<file path="src/rtl/codec_adc_receiver_pkg.sv">
// Shared types for the codec ADC receiver: FSM states, channel tag and sample type.
package codec_adc_receiver_pkg;
  localparam int AUDIO_WIDTH = 16;
  localparam int SYNC_DEPTH  = 2;

  typedef enum logic [1:0] {
    ALIGN = 2'd0,
    SKIP  = 2'd1,
    SHIFT = 2'd2,
    DRAIN = 2'd3
  } rx_state_t;

  typedef enum logic {
    CH_LEFT  = 1'b0,
    CH_RIGHT = 1'b1
  } rx_chan_t;

  typedef logic [AUDIO_WIDTH-1:0] sample_t;
endpackage

</file>
<file path="src/rtl/codec_adc_receiver_if.sv">
// I2S ADC pins; the codec is the bus master and drives all three.
interface codec_adc_receiver_if;
  logic AUD_BCLK;
  logic AUD_ADCLRCK;
  logic AUD_ADCDAT;

  modport master (output AUD_BCLK, output AUD_ADCLRCK, output AUD_ADCDAT);
  modport slave  (input  AUD_BCLK, input  AUD_ADCLRCK, input  AUD_ADCDAT);
endinterface

</file>
<file path="src/rtl/codec_adc_receiver_sync_edge_detect.sv">
// Multi-flop synchronizer with registered level and rise/fall strobes.
module sync_edge_detect #(
  parameter int STAGES = 2
) (
  input  logic clk_i,
  input  logic rst_i,
  input  logic async_i,
  output logic level_o,
  output logic rise_o,
  output logic fall_o
);
  logic [STAGES-1:0] sync_q;
  logic              level_q;
  logic              rise_q;
  logic              fall_q;

  // level_q doubles as the previous sample, so strobes and level stay cycle-aligned
  always_ff @(posedge clk_i) begin
    if (rst_i) begin
      sync_q  <= '0;
      level_q <= 1'b0;
      rise_q  <= 1'b0;
      fall_q  <= 1'b0;
    end else begin
      sync_q  <= STAGES'({sync_q, async_i});
      level_q <= sync_q[STAGES-1];
      rise_q  <= sync_q[STAGES-1] & ~level_q;
      fall_q  <= ~sync_q[STAGES-1] & level_q;
    end
  end

  assign level_o = level_q;
  assign rise_o  = rise_q;
  assign fall_o  = fall_q;
endmodule

</file>
<file path="src/rtl/codec_adc_receiver.sv">
// I2S ADC deserializer: synchronizes codec pins and assembles left/right sample pairs.
module codec_adc_receiver
  import codec_adc_receiver_pkg::*;
#(
  parameter int DATA_WIDTH  = AUDIO_WIDTH,
  parameter int SYNC_STAGES = SYNC_DEPTH
) (
  input  logic                   Clk,
  input  logic                   Reset,
  codec_adc_receiver_if.slave    aud,
  output logic [DATA_WIDTH-1:0]  Left_out,
  output logic [DATA_WIDTH-1:0]  Right_out,
  output logic                   Sample_valid,
  output logic                   Frame_error
);
  localparam int CNT_W = $clog2(DATA_WIDTH + 1);

  logic bclk_rise_s, lrck_rise_s, lrck_fall_s, dat_s;

  sync_edge_detect #(.STAGES(SYNC_STAGES)) u_bclk (
    .clk_i(Clk), .rst_i(Reset), .async_i(aud.AUD_BCLK),
    .level_o(), .rise_o(bclk_rise_s), .fall_o()
  );
  sync_edge_detect #(.STAGES(SYNC_STAGES)) u_lrck (
    .clk_i(Clk), .rst_i(Reset), .async_i(aud.AUD_ADCLRCK),
    .level_o(), .rise_o(lrck_rise_s), .fall_o(lrck_fall_s)
  );
  sync_edge_detect #(.STAGES(SYNC_STAGES)) u_dat (
    .clk_i(Clk), .rst_i(Reset), .async_i(aud.AUD_ADCDAT),
    .level_o(dat_s), .rise_o(), .fall_o()
  );

  rx_state_t             state_q;
  rx_chan_t              ch_q;
  logic [CNT_W-1:0]      cnt_q;
  logic [DATA_WIDTH-1:0] shreg_q, hold_q, left_q, right_q;
  logic                  valid_q, ferr_q;
  logic [DATA_WIDTH-1:0] shreg_d;
  logic [CNT_W-1:0]      cnt_d;
  logic                  lrck_edge_s;

  assign shreg_d     = {shreg_q[DATA_WIDTH-2:0], dat_s};
  assign cnt_d       = cnt_q + CNT_W'(1);
  assign lrck_edge_s = lrck_rise_s | lrck_fall_s;

  // Frame FSM; an LRCK edge always wins over a BCLK edge seen in the same cycle
  always_ff @(posedge Clk) begin
    if (Reset) begin
      state_q <= ALIGN;
      ch_q    <= CH_LEFT;
      cnt_q   <= '0;
      shreg_q <= '0;
      hold_q  <= '0;
      left_q  <= '0;
      right_q <= '0;
      valid_q <= 1'b0;
      ferr_q  <= 1'b0;
    end else begin
      valid_q <= 1'b0;
      ferr_q  <= 1'b0;
      case (state_q)
        ALIGN: begin
          if (lrck_fall_s) begin
            state_q <= SKIP;
            ch_q    <= CH_LEFT;
          end
        end
        SKIP, SHIFT: begin
          if (lrck_edge_s) begin
            ferr_q  <= 1'b1;
            hold_q  <= '0;
            state_q <= ALIGN;
          end else if (bclk_rise_s && state_q == SKIP) begin
            cnt_q   <= '0;
            state_q <= SHIFT;
          end else if (bclk_rise_s) begin
            shreg_q <= shreg_d;
            cnt_q   <= cnt_d;
            if (cnt_d == CNT_W'(DATA_WIDTH)) begin
              if (ch_q == CH_LEFT) begin
                hold_q <= shreg_d;
              end else begin
                left_q  <= hold_q;
                right_q <= shreg_d;
                valid_q <= 1'b1;
              end
              state_q <= DRAIN;
            end
          end
        end
        DRAIN: begin
          if (lrck_rise_s) begin
            state_q <= SKIP;
            ch_q    <= CH_RIGHT;
          end else if (lrck_fall_s) begin
            state_q <= SKIP;
            ch_q    <= CH_LEFT;
          end
        end
        default: state_q <= ALIGN;
      endcase
    end
  end

  assign Left_out     = left_q;
  assign Right_out    = right_q;
  assign Sample_valid = valid_q;
  assign Frame_error  = ferr_q;
endmodule

</file>
<file path="src/flat_wrapper.sv">
// flat-port wrapper written by rule: the top's interface ports become plain ports
module codec_adc_receiver_flat import codec_adc_receiver_pkg::*;
#(
  parameter int DATA_WIDTH  = AUDIO_WIDTH,
  parameter int SYNC_STAGES = SYNC_DEPTH
)
  (Clk, Reset, Left_out, Right_out, Sample_valid, Frame_error, aud_AUD_BCLK, aud_AUD_ADCLRCK, aud_AUD_ADCDAT);
  codec_adc_receiver_if aud_i ();
  input  logic Clk;
  input  logic Reset;
  output logic [DATA_WIDTH-1:0] Left_out;
  output logic [DATA_WIDTH-1:0] Right_out;
  output logic Sample_valid;
  output logic Frame_error;
  input wire logic [$bits(aud_i.AUD_BCLK)-1:0] aud_AUD_BCLK;
  input wire logic [$bits(aud_i.AUD_ADCLRCK)-1:0] aud_AUD_ADCLRCK;
  input wire logic [$bits(aud_i.AUD_ADCDAT)-1:0] aud_AUD_ADCDAT;
  assign aud_i.AUD_BCLK = aud_AUD_BCLK;
  assign aud_i.AUD_ADCLRCK = aud_AUD_ADCLRCK;
  assign aud_i.AUD_ADCDAT = aud_AUD_ADCDAT;
  codec_adc_receiver #(.DATA_WIDTH(DATA_WIDTH), .SYNC_STAGES(SYNC_STAGES)) u_core (.Clk(Clk), .Reset(Reset), .aud(aud_i), .Left_out(Left_out), .Right_out(Right_out), .Sample_valid(Sample_valid), .Frame_error(Frame_error));
endmodule
</file>
<file path="config.mk">
export PLATFORM = sky130hd
export DESIGN_NAME = codec_adc_receiver_flat
export DESIGN_NICKNAME = d
export VERILOG_FILES = /design/src/rtl/codec_adc_receiver_pkg.sv /design/src/rtl/codec_adc_receiver_if.sv /design/src/rtl/codec_adc_receiver_sync_edge_detect.sv /design/src/rtl/codec_adc_receiver.sv /design/src/flat_wrapper.sv
export SDC_FILE = /design/constraint.sdc
export NUM_CORES = 1
export LEC_CHECK = 0
export CELL_PAD_IN_SITES_DETAIL_PLACEMENT = 2
export CELL_PAD_IN_SITES_GLOBAL_PLACEMENT = 2
export CORE_AREA = 10 10 112 114
export CTS_BUF_LIST = sky130_fd_sc_hd__clkbuf_4 sky130_fd_sc_hd__clkbuf_8
export CTS_CLUSTER_DIAMETER = 100
export CTS_CLUSTER_SIZE = 24
export DETAILED_ROUTE_END_ITERATION = 10
export DIE_AREA = 0 0 122 124
export PLACE_DENSITY = 0.83
export SETUP_SLACK_MARGIN = 0.02
export SYNTH_ARGS = -nofsm -noshare
export SYNTH_HDL_FRONTEND = slang
export SYNTH_SLANG_ARGS = --single-unit
</file>
<file path="constraint.sdc">
create_clock -name Clk -period 1.8 [get_ports Clk]
set_clock_uncertainty 0.1 [all_clocks]
set_input_delay 0.36 -clock Clk [delete_from_list [all_inputs] [get_ports Clk]]
set_output_delay 0.36 -clock Clk [all_outputs]
set_load 0.005 [all_outputs]
</file>
Yosys cells after proc, flatten, opt, wreduce, memory -nomap -nowiden
Index checks and enable logic that the tools add are counted.
{"block": "totals", "reg_bits": 85, "latchBits": 0, "ramBits": 0, "romBits": 0, "wordCells": 72, "mem_count": 0}
{"block": "op_classes", "n_addsub": 1, "mul": 0, "div_mod_pow": 0, "magnitude_cmp": 0, "n_eq_ne": 8, "shifts": 0, "muxes": 19, "n_bitwise": 12, "reduce_logical": 14}
{"cell": "2-to-1 mux 16 bit", "count": 5}
{"cell": "2-to-1 mux 2 bit", "count": 6}
{"cell": "2-to-1 mux 5 bit", "count": 2}
{"cell": "inverter 1 bit", "count": 8}
{"cell": "nonzero test 2 bit", "count": 4}
{"cell": "one-hot mux 2 bit (3 select lines)", "count": 1}
{"cell": "AND reduction 6 bit", "count": 1}
{"cell": "OR reduction 6 bit", "count": 1}
{"cell": "adder 5 x 1 -> 5 bit (second input constant)", "count": 1}
{"cell": "== test 5 bit (second input constant)", "count": 1}
{"cell": "AND reduction 5 bit", "count": 1}
{"cell": "== test 2 bit (second input constant)", "count": 2}
{"cell": "2-to-1 mux 1 bit", "count": 4}
{"cell": "!= test 4 x 1 -> 1 bit (second input constant)", "count": 1}
{"cell": "!= test 4 x 2 -> 1 bit (second input constant)", "count": 1}
{"cell": "AND reduction 4 bit", "count": 1}
{"cell": "OR reduction 2 bit", "count": 2}
{"cell": "AND 1 bit", "count": 3}
{"cell": "AND reduction 3 bit", "count": 1}
{"cell": "== test 2 x 1 -> 1 bit (second input constant)", "count": 1}
{"cell": "logical NOT 2 bit", "count": 1}
{"cell": "!= test 2 x 1 -> 1 bit (second input constant)", "count": 1}
{"cell": "!= test 2 bit (second input constant)", "count": 1}
{"cell": "one-hot mux 1 bit (2 select lines)", "count": 1}
{"cell": "other kinds (3)", "count": 3}

Longest topological paths before layout
Gate-level depths: netlist (run 1).
{"block": "logic_depth", "word_depth": 7, "depth_mapped": 9}

By module
Synthesis (run 1) repeated with hierarchy kept, for this count alone.
{"block": "unflattened", "hier_cells": 307, "hier_area_um2": 3171.8}
{"mod": "codec_adc_receiver", "n_inst": 1, "cells_each": 277, "area_per_inst_um2": 2770.2}
{"mod": "sync_edge_detect", "n_inst": 3, "cells_each": 10, "area_per_inst_um2": 133.9}

Least setup slack after synthesis (run 1)
Ideal clock, no wire load.
{"block": "synth_path", "kind": "reg-to-reg", "start": "reg u_core.state_q[0]", "end": "reg u_core.hold_q[10]", "arrival_time_ns": 1.850, "slack_ns": -0.209, "path_stages_with_launch": 8, "cell_sequence": "dfxtp_1 > inv_1 > ha_1 > nand2b_1 > or3_4 > nor4b_4 > buf_6 > a22o_1"}
{"block": "synth_via", "elab_chain_cells": 4, "elab_cells_between_ends": 6, "classes_between": "eq/ne (3); reduce/logical (3)"}
{"item": "from (decl)", "line_no": "codec_adc_receiver.sv:33", "text": "rx_state_t state_q;"}
{"item": "from (signal assigned)", "line_no": "codec_adc_receiver.sv:49", "text": "state_q <= ALIGN;"}
{"item": "from (signal assigned)", "line_no": "codec_adc_receiver.sv:64", "text": "state_q <= SKIP;"}
{"item": "from (signal assigned)", "line_no": "codec_adc_receiver.sv:72", "text": "state_q <= ALIGN;"}
{"item": "== test 2 x 1 -> 1 bit", "line_no": "codec_adc_receiver.sv:61, codec_adc_receiver.sv:73"}
{"item": "logical AND 1 bit", "line_no": "codec_adc_receiver.sv:73", "text": "end else if (bclk_rise_s && state_q == SKIP) begin"}
{"item": "!= test 2 x 1 -> 1 bit (no line)"}
{"item": "AND reduction 5 bit (no line) *"}
{"item": "to (signal assigned)", "line_no": "codec_adc_receiver.sv:81", "text": "hold_q <= shreg_d;"}
{"item": "to (decl)", "line_no": "codec_adc_receiver.sv:36", "text": "logic [DATA_WIDTH-1:0] shreg_q, hold_q, left_q, right_q;"}
Every way passes the cells marked *; elsewhere a longest branch is shown, timed or not.
A chain may end at the register's enable or synchronous reset.

Final worst setup path (run 1)
{"block": "layout_path", "start": "reg u_core.state_q[1]", "end": "reg u_core.hold_q[3]"}
Same word-level chain as after synthesis.

==> results.py, run 1 <==
metrics = {
    "yosys": {
        "syn_inst": 332,
        "yosysSeqAreaShare_pct": 55.94,
        "yosysWarnings": 0,
        "synth_edf_count": 0,
        "synth_cell_types": 40,
        "ys.flop_type": "dfxtp_1",
        "ys_async_sr_fraction_pct": 0,
        "netlist_area_sq_um": 3042,
        "ys_top_cells_by_area": "dfxtp_1 (56%), nand2_1 (12%), a21oi_1 (8.2%)",
        "synth_top_area_share_pct": 55.94,
        "syn_nets": 341,
        "synth_compound_gate_area_share_pct": 16.25,
        "yosysTopAreaCell": "dfxtp_1",
        "synthAdderAreaFrac_pct": 1.645,
        "synthSimpleGateAreaFrac_pct": 20.86,
        "muxShareOfSynthArea_pct": 0,
        "synth_top_family_by_area": "simple AND/OR/NAND/NOR gates",
        "ys_ff_latch": 85,
        "synth_area_per_cell_sq_um": 9.162,
        "synth_xor_area_share_pct": 1.357,
    },
    "floorplan": {
        "die_w_microns": 122,
        "dieArea_sq_um": 15130,
        "die-height_microns": 124,
        "core_sq_um": 10230,
        "std_cell_rows": 37,
        "ios": 39,
        "start_util_pct": 29.73,
    },
    "finish": {
        "stdcell_count": 529,
        "areaGrowthSynthToFinish_pct": 52.08,
        "nets": 397,
        "fill_cells": 1042,
        "drive_gt1_share_pct": 45.55,
        "antenna_cells": 0,
    },
    "clock_network": {
        "cts_tree": "done",
        "root_buffer": "clkbuf_8",
        "clkSinkCount": 85,
        "cts.path.max_buffers": 2,
        "clk_latency_ps": 370,
        "hold_buffers": 0,
        "clkTransAtPathRegs_ps": 90,
        "htree_levels": 3,
        "cts_made_buffers": 9,
    },
    "grt": {
        "antenna_found_initial": 0,
        "overflow": 0,
        "grt_pass1_wl_microns": 14880,
        "grt_max_degree": 67,
        "grt_pass1_vias": 2783,
        "grt_use_total_pct": 12.36,
    },
    "pwr": {
        "powerDensity_nw_per_um2": 752.3,
        "p_leak_uw": 0.002128,
        "peakVddDrop_uv": 323.6,
    },
    "routing": {
        "via_per_inst": 4.928,
        "dr_wl_met2_microns": 6176,
        "wl_microns": 11600,
        "wl_met3_microns": 398,
        "dr.pass1.iters": 4,
        "drt-initial-drc-count": 108,
        "wl_met1_microns": 4927,
        "ant_nets": 0,
        "vias": 2607,
        "wl_per_cell_microns": 21.92,
        "drc": 0,
        "highest-signal-layer": "met4",
    },
    "run": {
        "drv_cap": 0,
    },
    "timing": {
        "timing.hold.ws_ps": 259.5,
        "hold_viol": 0,
        "setup_viol_count_final": 61,
        "relSlewSlack_pct": 34.54,
        "min_period_ps": 1988,
        "max_freq_mhz": 503.0,
        "rsz0062_at_grt": "yes",
        "min_period_over_period_pct": 110.4,
        "timing.final.ws_setup_ps": -187.9,
        "final_max_slew_viol_count": 0,
        "worst_pin_slew_ps": 981.9,
    },
    "worst_setup_path": {
        "path_cells": "inv_4 > ha_4 > nand2b_1 > or3_4 > nor4b_4 > buf_12 > a22o_1",
        "crit_path_max_incr_delay_ps": 380,
        "crit_fanout": 16,
        "cp.arrival_ps": 2190,
        "critPathSlowestCell": "dfxtp_2",
        "critPathCaptureType": "flop",
        "required_ps": 2010,
        "cp-start-kind": "flop",
        "critPathKind": "flop to flop",
    },
    "status": {
        "violations": "setup timing",
        "outcome": "finished, violations left",
    },
    "hold_path": {
        "hold_path_class": "input pin to flop",
    },
    "placed_design": {
        "gp_congestion": 0.7379,
        "place_inst": 503,
        "portBuffers": 38,
        "hpwlAfterDp_microns": 6026,
    },
}
cells by family (layout without fill, tap and decap cells):
| group | after synthesis | after routing |
|---|---|---|
| XOR/XNOR | 3 | 3 |
| AO/OA/AOI/OAI | 79 | 79 |
| buffers and inverters | 23 | 84 |
| AND/OR/NAND/NOR | 138 | 138 |
| adder cells (fa/ha/maj) | 4 | 4 |
| flip-flops | 85 | 85 |
final timing paths:
kind	start	endpoint	slack, ps	cells after the start
setup / recovery	u_core.state_q[1]	u_core.hold_q[3]	-190	7
hold / removal	Reset	u_core.Frame_error	260	3
setup reg to reg	u_core.state_q[1]	u_core.hold_q[3]	-190	7
hold reg to reg	u_core.u_lrck.level_o	u_core.u_lrck.rise_o	320	1
area by class of cell:
cell class | instances | area [sq um] | share of cell area, %
Sequential cell | 85 | 1708 | 36.92
Clock inverter | 4 | 32.53 | 0.7033
Multi-Input combinational cell | 224 | 1821 | 39.36
Clock buffer | 12 | 152.6 | 3.300
Timing Repair Buffer | 65 | 728.2 | 15.74
Inverter | 3 | 13.76 | 0.2975
Tap cell | 136 | 170.2 | 3.679
critical path, delay by kind of cell, from the launching register on:
kind / cells / cell delay (ps)
simple gates: 3 / 780
flops: 1 / 380
fa+ha+maj: 1 / 270
compound gates: 1 / 150
buf+inv: 2 / 250
synthesized netlist by cell type (2+ instances only):
cell and instances:
nand2_1 98, dfxtp_1 85, a21oi_1 50, a22o_1 12, nor2b_1 12, clkbuf_1 11, nor2_1 8, a22o_2 4
buf_4 4, ha_1 4, o21ai_0 4, buf_2 3, inv_1 3, nand3_1 3, a22oi_1 2, and3_2 2
and4_1 2, buf_6 2, nor3_1 2
routing by layer:
layer	vias up	global-route usage, %
met3	8	3.801
met2	32	21.64
li1	1236	-
met5	-	0
met4	0	4.545
met1	1331	13.85
power breakdown:
| part | switching (uW) | total, uW | internal [uW] |
|---|---|---|---|
| Sequential | 11.7 | 1910 | 1890 |
| Combinational | 135 | 229 | 94.0 |
| Clock | 767 | 1350 | 579 |
state kept, by name, indices dropped and copies added (netlist names), 2 cells and up:
name / count
u_core.hold_q: 16
u_core.cnt_q: 5
u_core.u_lrck.sync_q: 2
u_core.u_bclk.sync_q: 2
u_core.Left_out: 16
u_core.state_q: 2
u_core.u_dat.sync_q: 2
u_core.shreg_q: 15
u_core.Right_out: 16
cells in the final DEF, fill, tap and decap left out, types with 10 or more instances in the layout:
cell,count
a22o_1,12
a21oi_2,48
nor2b_1,12
clkdlybuf4s50_1,37
nand2_2,15
nand2_4,42
buf_4,14
nand2_1,41
clkbuf_8,10
dfxtp_1,80
what timing repair did:
action,CTS,global route
pin swaps,2,57
setup endpoints to repair,68,66
resized for setup,19,159
gates cloned,1,3
setup buffers,3,3
per-stage QoR:
step	TNS, ps	util [%]	worst slack, ps	power [uW]	instance area, sq um
after floorplan	-1282	-	-120.6	2037	3060
after global placement	-142.5	35.64	-14.80	2080	3646
after detailed placement	-5090	35.64	-141.1	2095	3646
after CTS	-3152	38.51	-104.5	3373	3940
after global routing	-10530	45.21	-269.6	3594	4626
final	-6288	45.21	-187.9	3480	4626
No activity file was read; power rests on OpenSTA's default activity.
==> run 2, diff against run 1 <==
CORE_AREA = 10 10 105 107   (was 10 10 112 114)
DIE_AREA = 0 0 115 117   (was 0 0 122 124)
PLACE_DENSITY = 0.89   (was 0.83)
clock period = 2.1 ns   (was 1.8 ns; I/O delays follow)
==> results.py, run 2 (synthesis results as in run 1) <==
metrics = {
    "status": {
        "outcome": "complete, no violations",
    },
    "hold_path": {
        "hold_path_class": "input pin to flop",
    },
    "pwr": {
        "powerDensity_nw_per_um2": 789.4,
        "p_leak_uw": 0.001308,
        "peakVddDrop_uv": 349.1,
        "finalPower_uw": 2989,
    },
    "routing": {
        "via_per_inst": 5.031,
        "wl_microns": 8615,
        "ant_nets": 0,
        "wl_met1_microns": 3770,
        "wl_per_cell_microns": 17.58,
        "dr.pass1.iters": 4,
        "highest-signal-layer": "met4",
        "drc": 0,
        "wl_met3_microns": 395,
        "vias": 2465,
        "dr_wl_met2_microns": 4321,
        "drt-initial-drc-count": 93,
    },
    "timing": {
        "tns_ps": 0,
        "worst_pin_slew_ps": 418.6,
        "min_period_ps": 2017,
        "setup_viol_count_final": 0,
        "min_period_over_period_pct": 96.06,
        "max_freq_mhz": 495.7,
        "final_max_slew_viol_count": 0,
        "relSlewSlack_pct": 72.10,
        "rsz0062_at_grt": "yes",
        "hold_viol": 0,
    },
    "worst_setup_path": {
        "critPathKind": "flop to flop",
        "critPathCaptureType": "flop",
        "required_ps": 2300,
        "crit_fanout": 16,
        "cp.arrival_ps": 2220,
        "cp-start-kind": "flop",
    },
    "grt": {
        "grt_pass1_vias": 2713,
        "overflow": 0,
        "antenna_found_initial": 0,
        "grt_use_total_pct": 13.33,
        "grt_max_degree": 41,
        "grt_pass1_wl_microns": 14390,
    },
    "placed_design": {
        "portBuffers": 38,
        "gp_congestion": 0.7688,
        "hpwlAfterDp_microns": 5825,
        "place_area_sq_um": 3557,
    },
    "finish": {
        "drive_gt1_share_pct": 12.66,
        "nets": 383,
        "antenna_cells": 0,
        "final_cell_area_sq_um": 3786,
        "areaGrowthSynthToFinish_pct": 24.48,
        "final_common_cell": "nand2_1",
        "layout_common_cells": "nand2_1 (98), dfxtp_1 (83), a21oi_1 (50), clkdlybuf4s50_1 (37)",
    },
    "floorplan": {
        "core_sq_um": 9021,
        "std_cell_rows": 35,
        "die-height_microns": 117,
        "dieArea_sq_um": 13460,
        "ios": 39,
        "die_w_microns": 115,
        "start_util_pct": 33.72,
    },
    "clock_network": {
        "htree_levels": 3,
        "cts_tree": "done",
        "cts.path.max_buffers": 2,
        "cts_made_buffers": 9,
        "clkSinkCount": 85,
        "clkTransAtPathRegs_ps": 90,
        "clk_latency_ps": 360,
        "root_buffer": "clkbuf_8",
        "cts_setup_buffers": 0,
    },
    "run": {
        "drv_cap": 0,
    },
}
-- run 2: path summary, 6_finish.rpt --
| kind | from | to | slack (ps) | depth (start not counted) |
|---|---|---|---|---|
| max reg2reg | u_core.state_q[1] | u_core.hold_q[5] | 80 | 7 |
| min | Reset | u_core.Frame_error | 270 | 3 |
| max | u_core.state_q[1] | u_core.hold_q[5] | 80 | 7 |
| min reg2reg | u_core.u_bclk.level_o | u_core.u_bclk.rise_o | 290 | 1 |
-- run 2: per-layer routing --
layer  vias to the layer above  GRT usage [%]
met2                        39          23.50
met4                         0          3.795
met1                      1218          15.07
li1                       1197              -
met3                        11          4.230
met5                         -              0
-- run 2: stage by stage --
step | setup slack, ps | cells | utilization, % | hold WS [ps]
finish | 82.71 | 490 | 41.97 | 272.6
CTS | 21.16 | 490 | 41.80 | 259.6
global placement | 202.2 | 474 | 39.43 | 272.0
floorplan | 91.42 | 332 | - | 267.4
detailed placement | 68.52 | 474 | 39.43 | 277.6
global route | 4.120 | 490 | 41.97 | 257.0
-- run 2: final cells by class --
type / instances / area, sq um
well taps: 111 / 138.9
clock inverters: 4 / 55.05
clock buffers: 12 / 158.9
inverters: 3 / 11.26
repair buffers: 51 / 493.0
multi-input cells: 224 / 1225
fillers: 973 / 5235
flip-flops and latches: 85 / 1704
-- run 2: timing repair --
item / in CTS / in global routing
setup endpoints to repair: 0 / 34
resized for setup: 0 / 6
hold buffers: 0 / 0
-- run 2: power breakdown --
| part | leakage (uW) | internal, uW | switching [uW] | total (uW) |
|---|---|---|---|---|
| clock | 0.000107 | 635 | 603 | 1240 |
| sequential | 0.000687 | 1620 | 8.56 | 1630 |
| combinational | 0.000515 | 45.1 | 74.7 | 120 |
| total | 0.00131 | 2300 | 686 | 2990 |
-- run 2: critical path, stage by stage (launching register included) --
cell and delay [ps]:
dfxtp_1 350, inv_1 80, ha_1 340, nand2b_1 90, or3_4 360, nor4b_4 320, buf_12 180, a22o_1 150
